File: src/rtl/uart_frame_tx.sv
// UART frame transmitter: optional start bit, DATA_W data bits, optional parity, 1-2 stop bits.
// Bits are paced by an external baud strobe; a one-word holding register feeds the shifter.
module uart_frame_tx #(
  parameter int DATA_W    = 8,
  parameter int PARITY    = 0,
  parameter int STOP_BITS = 1,
  parameter int MSB_FIRST = 1
) (
  input  logic              CLK,
  input  logic              RST,
  input  logic              en,
  input  logic              bit_tick,
  input  logic              skip_start,
  input  logic [DATA_W-1:0] in_data,
  input  logic              in_valid,
  output logic              in_ready,
  output logic              o_bit,
  output logic              busy,
  output logic              bit_useful,
  output logic              frame_done
);

  localparam int CNT_W = $clog2(DATA_W);
  localparam logic [CNT_W-1:0] BIT_LAST = CNT_W'(DATA_W - 1);
  localparam logic STOP_LAST = 1'(STOP_BITS - 1);

  typedef enum logic [2:0] {IDLE, START, DATA, PAR, STOP} state_t;

  state_t            state;
  state_t            state_next;
  logic              hold_full;
  logic [DATA_W-1:0] hold_data;
  logic [DATA_W-1:0] shift_reg;
  logic [CNT_W-1:0]  bit_cnt;
  logic              stop_cnt;
  logic              par_bit;
  logic              tick_en;
  logic              launch;
  logic              stop_last;

  assign tick_en   = en && bit_tick;
  assign stop_last = (stop_cnt == STOP_LAST);
  assign in_ready  = !hold_full;

  always_ff @(posedge CLK) begin
    if (RST) state <= IDLE;
    else     state <= state_next;
  end

  // A launch can happen from IDLE or straight out of the last stop bit (back-to-back).
  always_comb begin
    state_next = state;
    launch     = 1'b0;
    frame_done = 1'b0;
    unique case (state)
      IDLE: begin
        if (tick_en && hold_full) launch = 1'b1;
      end
      START: begin
        if (tick_en) state_next = DATA;
      end
      DATA: begin
        if (tick_en && bit_cnt == BIT_LAST) state_next = (PARITY != 0) ? PAR : STOP;
      end
      PAR: begin
        if (tick_en) state_next = STOP;
      end
      STOP: begin
        if (tick_en && stop_last) begin
          frame_done = 1'b1;
          if (hold_full) launch = 1'b1;
          else           state_next = IDLE;
        end
      end
      default: state_next = IDLE;
    endcase
    if (launch) state_next = skip_start ? DATA : START;
    if (!en)    state_next = IDLE;
  end

  always_ff @(posedge CLK) begin
    if (RST) begin
      hold_full <= 1'b0;
      hold_data <= '0;
    end else if (launch) begin
      hold_full <= 1'b0;
    end else if (in_valid && !hold_full) begin
      hold_full <= 1'b1;
      hold_data <= in_data;
    end
  end

  // Parity is frozen from the launched word so the shifting data cannot disturb it.
  always_ff @(posedge CLK) begin
    if (RST) begin
      shift_reg <= '0;
      bit_cnt   <= '0;
      stop_cnt  <= 1'b0;
      par_bit   <= 1'b0;
    end else if (!en) begin
      bit_cnt  <= '0;
      stop_cnt <= 1'b0;
    end else if (launch) begin
      shift_reg <= hold_data;
      bit_cnt   <= '0;
      stop_cnt  <= 1'b0;
      par_bit   <= (^hold_data) ^ (PARITY == 2);
    end else if (tick_en) begin
      case (state)
        DATA: begin
          shift_reg <= (MSB_FIRST != 0) ? {shift_reg[DATA_W-2:0], 1'b0}
                                        : {1'b0, shift_reg[DATA_W-1:1]};
          bit_cnt   <= (bit_cnt == BIT_LAST) ? '0 : bit_cnt + 1'b1;
        end
        STOP: begin
          stop_cnt <= stop_last ? 1'b0 : stop_cnt + 1'b1;
        end
        default: begin
        end
      endcase
    end
  end

  always_comb begin
    o_bit = 1'b1;
    unique case (state)
      IDLE:    o_bit = 1'b1;
      START:   o_bit = 1'b0;
      DATA:    o_bit = (MSB_FIRST != 0) ? shift_reg[DATA_W-1] : shift_reg[0];
      PAR:     o_bit = par_bit;
      STOP:    o_bit = 1'b1;
      default: o_bit = 1'b1;
    endcase
  end

  assign busy       = (state != IDLE);
  assign bit_useful = (state == DATA);

endmodule

File: config.mk
export PLATFORM = sky130hd
export DESIGN_NAME = uart_frame_tx
export DESIGN_NICKNAME = d
export VERILOG_FILES = /design/src/rtl/uart_frame_tx.sv
export SDC_FILE = /design/constraint.sdc
export NUM_CORES = 1
export LEC_CHECK = 0
export BUFFER_PORTS_ARGS = -buffer_cell sky130_fd_sc_hd__buf_4
export CAP_MARGIN = 20
export CORE_UTILIZATION = 49
export DETAILED_ROUTE_END_ITERATION = 8
export PLACE_DENSITY_LB_ADDON = 0.3
export SYNTH_ARGS = -nofsm -noshare
export SYNTH_HDL_FRONTEND = slang
export SYNTH_SLANG_ARGS = --single-unit
File: constraint.sdc
create_clock -name CLK -period 2.79 [get_ports CLK]
set_input_delay 0.558 -clock CLK [delete_from_list [all_inputs] [get_ports CLK]]
set_output_delay 0.558 -clock CLK [all_outputs]
set_load 0.02 [all_outputs]
# Word level (Yosys, flattened, before mapping)
# Cells that the tools add are included.
# totals
ff_bits,25
inputBits,14
wordCells,63
# classes
addsub,2
n_eq_ne,11
muxes,20
bitwise_logic,3
n_reduce_logical,20
# op_table
operator,count
two-way mux 8 bit,3
two-way mux 3 bit,7
case mux 3 bit (5 select lines),1
inequality test 3 bit (second input constant),4
AND reduction 2 bit,4
parity 8 bit,1
equality test 3 x 2 -> 1 bit (second input constant),2
equality test 3 bit (second input constant),2
two-way mux 1 bit,6
AND reduction 6 bit,1
logical AND 1 bit,5
nonzero test 2 bit,2
OR reduction 2 bit,2
adder 3 x 1 -> 3 bit (second input constant),1
equality test 3 x 1 -> 1 bit (second input constant),1
zero test 3 bit,1
inequality test 3 x 1 -> 1 bit (second input constant),1
NOT 1 bit,3
case mux 1 bit (3 select lines),1
AND reduction 3 bit,1
nonzero test 3 bit,1
OR reduction 3 bit,1
two-way mux 2 bit,1
inequality test 2 bit (second input constant),1
other kinds (3),3

# Longest topological paths before layout
# Gate-level depths: netlist of the first run.
# depth
word_depth,6
depth_mapped,6
depth_no_buf,6

# Worst setup path after synthesis of the first run
# No wires, ideal clock.
# synth_timing
path_type,input port to output port
from,input en
to,output frame_done
arrival_ps,1015
setup_slack_ps,1217
cell_stages,2
path_cell_list,and2_1 -> and3_1
# synth_between
elab_chain_len,4
# synth_lines
element,line,text
"start, declared",11,"input logic en,"
logical AND 1 bit,41,assign tick_en = en && bit_tick;
logical AND 1 bit,69,if (tick_en && stop_last) begin
two-way mux 1 bit,69,
two-way mux 1 bit,55,unique case (state)
"end, declared",20,output logic frame_done
# Every way passes these cells.

# Worst setup path after layout of the first run
# layout_timing
from,register state[0]
to,output o_bit
# layout_between
elab_chain_len,2
elab_cells_between_ends,4
cone_classes,eq/ne: 3; mux: 1
# layout_lines
element,line,text
"start, declared",29,state_t state;
"start signal, assigned",47,else state <= state_next;
equality test 3 x 2 -> 1 bit / equality test 3 x 1 -> 1 bit (equally long branches),126,unique case (state)
case mux 1 bit (3 select lines) (*),126,
"end, declared",17,"output logic o_bit,"
# Every way passes the cells marked *; elsewhere a longest branch is shown, timed or not.

==> results.cfg, run 1 <==
[status]
status = finished, final reports clean

[clock_network]
cts_hold_buf = 0
cts_tree = done
cts_setup_buffers = 0
root_buffer = clkbuf_4
cts-resized-gates = 0
h-tree-depth = 1
clk_latency_ns = 0.32
clk_pin_slew_ns = 0.13
clk_path_buf_depth = 2
cts_buffers = 3
cts_num_sinks = 24

[synth]
syn_nets = 147
syn_area_um2 = 1180
synth.yosys.seq_area_share = 0.407
yosys_warnings = 0
synth-edff-count = 0
avgSynthCellArea_um2 = 9.02
synth_seq_cells = 24
synth_ff_type = dfxtp_1
postSynthCellCount = 131
ys_types = 32
ys_async_sr_fraction = 0

[min_path]
min_path_cells = 3
hold_path_end = hold_data[2]$_SDFFE_PP0P_
hold_class = input port to flip-flop
min-delay-start = in_data[2]

[sta]
setup_viol = 0
rsz0062_at_grt = no
worst_slew_pin_slew_ns = 0.867
fin_worst_skew_ns = 0.0134
hold_viol = 0
layout_worst_path_cycle_share = 0.705
tns_ns = 0
final_max_slew_viol_count = 0
fmax_ghz = 0.508
relSlewSlack = 0.421
min_period_ns = 1.97

[power_and_ir_drop]
netSwitchingPower_uw = 154
p_leak_nw = 0.515
clockPowerShare = 0.282
peakVddDrop_uv = 285
netSwitchingFraction = 0.242
p_int_uw = 482
seq_power_share = 0.581
combPwrFrac = 0.137
power_density_nw_per_um2 = 473

[floorplanning]
dieArea_um2 = 2610
ios = 19
start_util = 0.529
die_width_um = 51.1
fp.dieH_um = 51.1
row_count = 17
core-area_um2 = 2230

[placement]
place_hpwl_um = 1640
placed_cells = 170
place.gp.congestion = 0.834
io_buffer_count = 18

[detailed_routing]
drt_iter0_drc = 20
routed_wirelength_um = 2210
wl_per_cell_um = 12.7
via_count = 948
drc = 0
via_per_inst = 5.45
firstDrtPassIters = 4
ant_nets = 0

[setup_path]
r2r_start = state[0]$_SDFFE_PP0P_
rr_worst_depth = 4
end_kind = primary output
r2r-end = state[1]$_SDFFE_PP0P_
crit_path_max_fanout = 8
start_kind = flip-flop
criticalPathCategory = flip-flop to primary output
cp.arrival_ns = 1.41
worst-endpoint-required_ns = 2.23
r2r_slack_ns = 0.93

[global_routing]
grt_usage = 0.189
grt_max_degree = 20
globalRouteOverflowTotal = 0
grt_pass1_wl_um = 3670
antenna_found_initial = 0
grt_pass1_vias = 801

[final_layout]
fill_cells = 206
drive_above_1_share = 0.219
nets = 163
fin_cells = 174
diodes = 0
syn2layout_area_growth_pct = 13.8

[job]
maxCapViolCount = 0
[power groups by stage]
stage / Sequential, mW / Clock [mW] / Combinational [mW]
after floorplan: 0.373 / 0 / 0.0645
after global placement: 0.377 / 0 / 0.0854
after detailed placement: 0.377 / 0 / 0.0874
after CTS: 0.370 / 0.182 / 0.0879
after global routing: 0.372 / 0.204 / 0.0961
final: 0.370 / 0.180 / 0.0869
[worst max-delay path, cell delays in order (launching register included)]
cell and delay (ns):
dfxtp_1 0.57, a21oi_1 0.08, a311o_1 0.28, buf_4 0.16
[cell usage after synthesis (all sizes together) (2+ instances only)]
master | number | area, um^2
buf | 4 | 32.5
nor3b | 2 | 26.3
and2 | 2 | 15.0
nand2b | 2 | 12.5
mux2i | 8 | 80.1
a311oi | 7 | 105
clkbuf | 3 | 11.3
nand2 | 24 | 90.1
ha | 2 | 25.0
inv | 4 | 15.0
a21oi | 6 | 30.0
xnor2 | 7 | 61.3
nand3 | 3 | 15.0
nor2 | 20 | 82.6
and3 | 2 | 12.5
dfxtp | 24 | 480
[worst max path at each step]
| stage | start | endpoint | slack (ns) |
|---|---|---|---|
| 2_1_floorplan | en | frame_done | 1.22 |
| 3_3_place_gp | en | state[1]$_SDFFE_PP0P_ | 0.76 |
| 3_5_place_dp | en | state[1]$_SDFFE_PP0P_ | 0.68 |
| 4_1_cts | state[0]$_SDFFE_PP0P_ | o_bit | 0.84 |
| 5_1_grt | state[0]$_SDFFE_PP0P_ | o_bit | 0.75 |
| 6_report | state[0]$_SDFFE_PP0P_ | o_bit | 0.82 |
[layer usage]
| metal | up-vias | share of wire | wire, um | track usage |
|---|---|---|---|---|
| met5 | - | 0 | 0 | 0 |
| met4 | 0 | 0.019 | 42 | 0.0972 |
| met2 | 27 | 0.48 | 1050 | 0.307 |
| met3 | 5 | 0.044 | 98 | 0.0268 |
| met1 | 430 | 0.46 | 1020 | 0.242 |
| li1 | 486 | - | - | - |
[placed cells by master, fill, tap and decap left out, types with 2 or more instances in the layout]
| cell type | count |
|---|---|
| nand2_1 | 24 |
| dfxtp_1 | 24 |
| nor2_1 | 19 |
| buf_4 | 18 |
| mux2i_1 | 8 |
| a311oi_2 | 7 |
| xnor2_1 | 7 |
| a21oi_1 | 6 |
| inv_1 | 4 |
| nand3_1 | 3 |
| clkbuf_4 | 3 |
| and3_1 | 2 |
| nand2b_1 | 2 |
| ha_1 | 2 |
[logic make-up (layout without fill, tap and decap cells)]
logic type      Yosys count  count (layout)  share of synthesized area
mux                       8               8                     0.0678
buf+inv                  11              26                     0.0498
xor+xnor                  7               7                     0.0519
flops                    24              24                      0.407
fa+ha+maj                 2               2                     0.0212
compound gates           20              20                      0.165
simple gates             59              59                      0.237
[metrics by stage]
step	hold WS, ns	worst slack [ns]	cell area (um^2)	power, mW	utilization
2_1_floorplan	0.440	1.22	1180	0.437	-
3_3_place_gp	0.447	0.759	1310	0.462	0.585
3_5_place_dp	0.455	0.685	1310	0.465	0.585
4_1_cts	0.472	0.838	1340	0.639	0.602
5_1_grt	0.448	0.752	1340	0.671	0.602
6_report	0.466	0.822	1340	0.636	0.602
[area by class of cell]
cell class,instances,area (um^2),share of cell area
flip-flops and latches,24,480,0.358
multi-input cells,96,642,0.478
repair buffers,18,135,0.101
clock buffers,4,36.3,0.0270
inverters,4,15.0,0.0112
well taps,28,35.0,0.0261
No activity file was read; power rests on OpenSTA's default activity.
==> inputs of run 2 (changes only) <==
==> constraint.sdc (replaced) <==
create_clock -name CLK -period 1.58 [get_ports CLK]
set_input_delay 0.316 -clock CLK [delete_from_list [all_inputs] [get_ports CLK]]
set_output_delay 0.316 -clock CLK [all_outputs]
set_load 0.02 [all_outputs]
==> run 2 against run 1 <==
Utilization is 1.5 points higher. Largest cell class unchanged. Non-clock buffer count grew 4. Combinational power is 88% higher. Via count is 0.84% higher. Setup slack lost 0.79 ns. Sequential share of layout area is 0.30 points lower. Cell count is 1.7% higher. Critical path depth did not move. Cell area is 2.4% higher. Highest routed layer unchanged.
==> results.cfg, run 2 (synthesis results as in run 1) <==
[status]
status = finished, final reports clean

[detailed_routing]
firstDrtPassIters = 4
ant_nets = 0
drc = 0
via_count = 956
routed_wirelength_um = 2260
via_per_inst = 5.40
drt_iter0_drc = 17
wl_per_cell_um = 12.8

[setup_path]
cpPeakStageDelay_ns = 0.44
critPathCapture = o_bit
end_kind = primary output
worstPathCellList = a21oi_1 -> a311o_1 -> buf_6
r2r_start = bit_cnt[0]$_SDFFE_PP0P_
criticalPathCategory = flip-flop to primary output
critPathSlowestCell = dfxtp_4
cp.arrival_ns = 1.23
crit_family = flip-flops
r2r-end = state[1]$_SDFFE_PP0P_
r2r_slack_ns = 0.09
worst-endpoint-required_ns = 1.26
start_kind = flip-flop
path_buf_inv = 1
crit_path_max_fanout = 8
startpoint = state[0]$_SDFFE_PP0P_
cp.depth = 3
rr_worst_depth = 6

[floorplanning]
dieArea_um2 = 2610
row_count = 17
die_width_um = 51.1
fp.dieH_um = 51.1
ios = 19
start_util = 0.529
core-area_um2 = 2230

[sta]
fin_worst_skew_ns = 0.000973
setup_viol = 0
layout_worst_path_cycle_share = 0.978
final_max_slew_viol_count = 0
relSlewSlack = 0.800
hold_slack_ns = 0.241
fmax_ghz = 0.647
hold_viol = 0
rsz0062_at_grt = yes
min_period_ns = 1.55
worst_slew_pin_slew_ns = 0.299
finalWorstSetupSlack_ns = 0.0350

[clock_network]
cts_buffers = 3
cts_hold_buf = 0
clk_path_buf_depth = 2
h-tree-depth = 1
root_buffer = clkbuf_4
cts_setup_buffers = 0
cts_num_sinks = 24
clk_latency_ns = 0.30
cts_tree = done
clk_pin_slew_ns = 0.12
cts-resized-gates = 4

[final_layout]
syn2layout_area_growth_pct = 16.5
diodes = 0
stdcell_area_um2 = 1380
drive_above_1_share = 0.255
nets = 167
final_common_cell = nand2_1
most-common-layout-cells = nand2_1 (24), dfxtp_1 (22), buf_4 (21), nor2_1 (19), mux2i_1 (8)

[global_routing]
grt_max_degree = 20
grt_pass1_wl_um = 3860
globalRouteOverflowTotal = 0
grt_pass1_vias = 873
grt_usage = 0.197
antenna_found_initial = 0

[min_path]
hold_class = input port to flip-flop
min_path_cells = 3

[placement]
place.gp.congestion = 0.815
place_area_um2 = 1340
dp_slack_ns = 0.127
io_buffer_count = 18
place_hpwl_um = 1680

[power_and_ir_drop]
power_mw = 1.07
p_leak_nw = 0.531
power_density_nw_per_um2 = 775
peakVddDrop_uv = 545

[job]
maxCapViolCount = 0
-- run 2: cell types whose count changed in the layout (fill, tap and decap cells not counted) --
cell / change
buf_4: +3
buf_6: +1
clkbuf_8: -1
dfxtp_1: -2
dfxtp_4: +2
nor3b_1: -1
nor3b_2: +1
-- run 2: final cells by class --
class,count,area [um^2]
Inverter,4,15.0
Clock buffer,3,22.5
Sequential cell,24,488
Fill cell,195,857
Timing Repair Buffer,22,169
Multi-Input combinational cell,96,647
Tap cell,28,35.0
-- run 2: worst register-to-register path, cell delays in order, from the launching register on --
cell      delay (ns)
dfxtp_1         0.37
ha_1            0.16
ha_1            0.18
nor4b_1         0.06
a221oi_1        0.27
o221ai_1        0.18
nor3b_2         0.18
-- run 2: through the flow --
step,util,setup TNS [ns],instances
after floorplan,-,0,131
after global placement,0.599,0,174
after detailed placement,0.599,0,174
after CTS,0.612,0,177
after global routing,0.616,-0.00195,177
final,0.616,0,177
-- run 2: worst min path at each step --
stage                       startpoint                        end  slack [ns]
2_1_floorplan  bit_cnt[1]$_SDFFE_PP0P_    bit_cnt[1]$_SDFFE_PP0P_        0.44
3_3_place_gp   bit_cnt[2]$_SDFFE_PP0P_    bit_cnt[2]$_SDFFE_PP0P_        0.46
3_5_place_dp   bit_cnt[2]$_SDFFE_PP0P_    bit_cnt[2]$_SDFFE_PP0P_        0.46
4_1_cts                     in_data[0]  hold_data[0]$_SDFFE_PP0P_        0.24
5_1_grt                     in_data[4]  hold_data[4]$_SDFFE_PP0P_        0.24
6_report                    in_data[3]  hold_data[3]$_SDFFE_PP0P_        0.24
-- run 2: report_power, final --
| group | switching (mW) | internal, mW |
|---|---|---|
| combinational | 0.0772 | 0.0859 |
| sequential | 0.0220 | 0.627 |
| clock | 0.165 | 0.0888 |
| total | 0.265 | 0.801 |
-- run 2: routing by layer --
layer	track usage	wire length (um)	vias up	part of all wire
li1	-	-	488	-
met1	0.249	1100	436	0.48
met2	0.340	1070	28	0.47
met3	0.0268	68	4	0.030
met4	0.0694	27	0	0.012
met5	0	0	-	0
==> inputs of run 3 (changes only) <==
--- a/config.mk
+++ b/config.mk
@@ -7,6 +7,7 @@
 export LEC_CHECK = 0
 export BUFFER_PORTS_ARGS = -buffer_cell sky130_fd_sc_hd__buf_4
 export CAP_MARGIN = 20
+export CORE_ASPECT_RATIO = 0.7
 export CORE_UTILIZATION = 49
 export DETAILED_ROUTE_END_ITERATION = 8
 export PLACE_DENSITY_LB_ADDON = 0.3
==> run 3 against run 2 <==
Routed wire length increased by 18%. Worst hold slack lost 0.020 ns. Critical path depth did not move. Combinational power grew 4%. Non-clock buffer count up 2. Critical endpoint unchanged. Maximum frequency increased by 0.36%. Register-to-register slack hardly changed. Clock-buffer cell count is the same. First-iteration DRC count rose to 3.6 times the previous value.
==> results.cfg, run 3 (synthesis results as in run 1) <==
[status]
status = finished, final reports clean

[final_layout]
most-common-layout-cells = nand2_1 (24), buf_4 (22), dfxtp_1 (20), nor2_1 (19), mux2i_1 (8)
syn2layout_area_growth_pct = 23.6
diodes = 0
nets = 169
final_common_cell = nand2_1
drive_above_1_share = 0.309
fill_cells = 186

[clock_network]
clk_pin_slew_ns = 0.14
h-tree-depth = 1
root_buffer = clkbuf_4
cts_hold_buf = 0
cts_buffers = 3
clk_latency_ns = 0.32
cts_num_sinks = 24
cts_tree = done
clk_path_buf_depth = 2

[floorplanning]
row_count = 14
dieArea_um2 = 2610
die_width_um = 60.7
core-area_um2 = 2210
fp.dieH_um = 43.1
start_util = 0.535
ios = 19

[power_and_ir_drop]
peakVddDrop_uv = 532
power_density_nw_per_um2 = 863
p_leak_nw = 0.564
power_mw = 1.26

[global_routing]
antenna_found_initial = 0
globalRouteOverflowTotal = 0
grt_max_degree = 20
grt_usage = 0.237
grt_pass1_wl_um = 4470
grt_pass1_vias = 990

[sta]
tns_ns = 0
fin_worst_skew_ns = 0.00766
worst_slew_pin_slew_ns = 0.294
relSlewSlack = 0.804
hold_viol = 0
fmax_ghz = 0.650
min_period_ns = 1.54
rsz0062_at_grt = no
setup_viol = 0
layout_worst_path_cycle_share = 0.974
final_max_slew_viol_count = 0

[min_path]
hold_class = input port to flip-flop
min-delay-start = in_data[2]
min_path_cells = 3
hold_path_end = hold_data[2]$_SDFFE_PP0P_

[setup_path]
worstPathCellList = a21oi_2 -> a311o_1 -> buf_6
startpoint = state[0]$_SDFFE_PP0P_
end_kind = primary output
path_buf_inv = 1
crit_path_max_fanout = 7
critPathSlowestCell = dfxtp_4
crit_family = flip-flops
r2r_start = bit_cnt[0]$_SDFFE_PP0P_
cp.arrival_ns = 1.22
r2r_slack_ns = 0.09
criticalPathCategory = flip-flop to primary output
rr_worst_depth = 6
start_kind = flip-flop
cpPeakStageDelay_ns = 0.44
worst-endpoint-required_ns = 1.26
r2r-end = state[1]$_SDFFE_PP0P_

[detailed_routing]
drc = 0
firstDrtPassIters = 4
via_per_inst = 5.57
ant_nets = 0
via_count = 1024
drt_iter0_drc = 62
routed_wirelength_um = 2680
wl_per_cell_um = 14.5

[job]
maxCapViolCount = 0

[placement]
place_hpwl_um = 1930
io_buffer_count = 18
place.gp.congestion = 0.831
-- run 3: area by class of cell --
class / count / area (um^2) / area share
Multi-Input combinational cell: 96 / 666 / 0.456
Sequential cell: 24 / 490 / 0.336
Timing Repair Buffer: 24 / 196 / 0.135
Tap cell: 32 / 40.0 / 0.0274
Clock inverter: 1 / 30.0 / 0.0206
Clock buffer: 3 / 22.5 / 0.0154
Inverter: 4 / 15.0 / 0.0103
-- run 3: how the worst max path moves through the flow --
stage	end	cells past startpoint
3_3_place_gp	state[1]$_SDFFE_PP0P_	6
6_report	o_bit	3
2_1_floorplan	shift_reg[2]$_SDFFE_PP0P_	5
4_1_cts	busy	3
5_1_grt	o_bit	3
3_5_place_dp	state[1]$_SDFFE_PP0P_	6
-- run 3: metrics by stage --
| stage | hold WS (ns) | instances | instance area, um^2 | setup WS, ns | util |
|---|---|---|---|---|---|
| 2_1_floorplan | 0.440 | 131 | 1180 | 0.111 | - |
| 3_3_place_gp | 0.447 | 177 | 1350 | 0.165 | 0.611 |
| 3_5_place_dp | 0.475 | 177 | 1350 | -0.0207 | 0.611 |
| 4_1_cts | 0.221 | 181 | 1420 | 0.00263 | 0.645 |
| 5_1_grt | 0.230 | 184 | 1460 | 0.00790 | 0.662 |
| 6_report | 0.221 | 184 | 1460 | 0.0405 | 0.662 |
-- run 3: timing repair --
action                     in CTS  in global routing
gates resized for setup         8                  4
cloned                          0                  0
setup endpoints to repair       4                  3
buffers inserted                0                  3
-- run 3: power by group --
group	switching, mW	internal [mW]
clock	0.185	0.256
sequential	0.0221	0.627
combinational	0.0815	0.0882
-- run 3: worst register-to-register path: stages, from the launching register on --
cell and delay [ns]:
dfxtp_2 0.36, ha_1 0.16, ha_2 0.22, nor4b_2 0.07
a221oi_2 0.22, o221ai_1 0.19, nor3b_2 0.18
-- run 3: routing by layer --
layer / vias to the layer above / wire length, um / global-route usage
met5: - / 0 / 0
met4: 0 / 92 / 0.0955
met3: 12 / 142 / 0.0701
met2: 47 / 1290 / 0.354
met1: 469 / 1150 / 0.317
li1: 496 / - / -
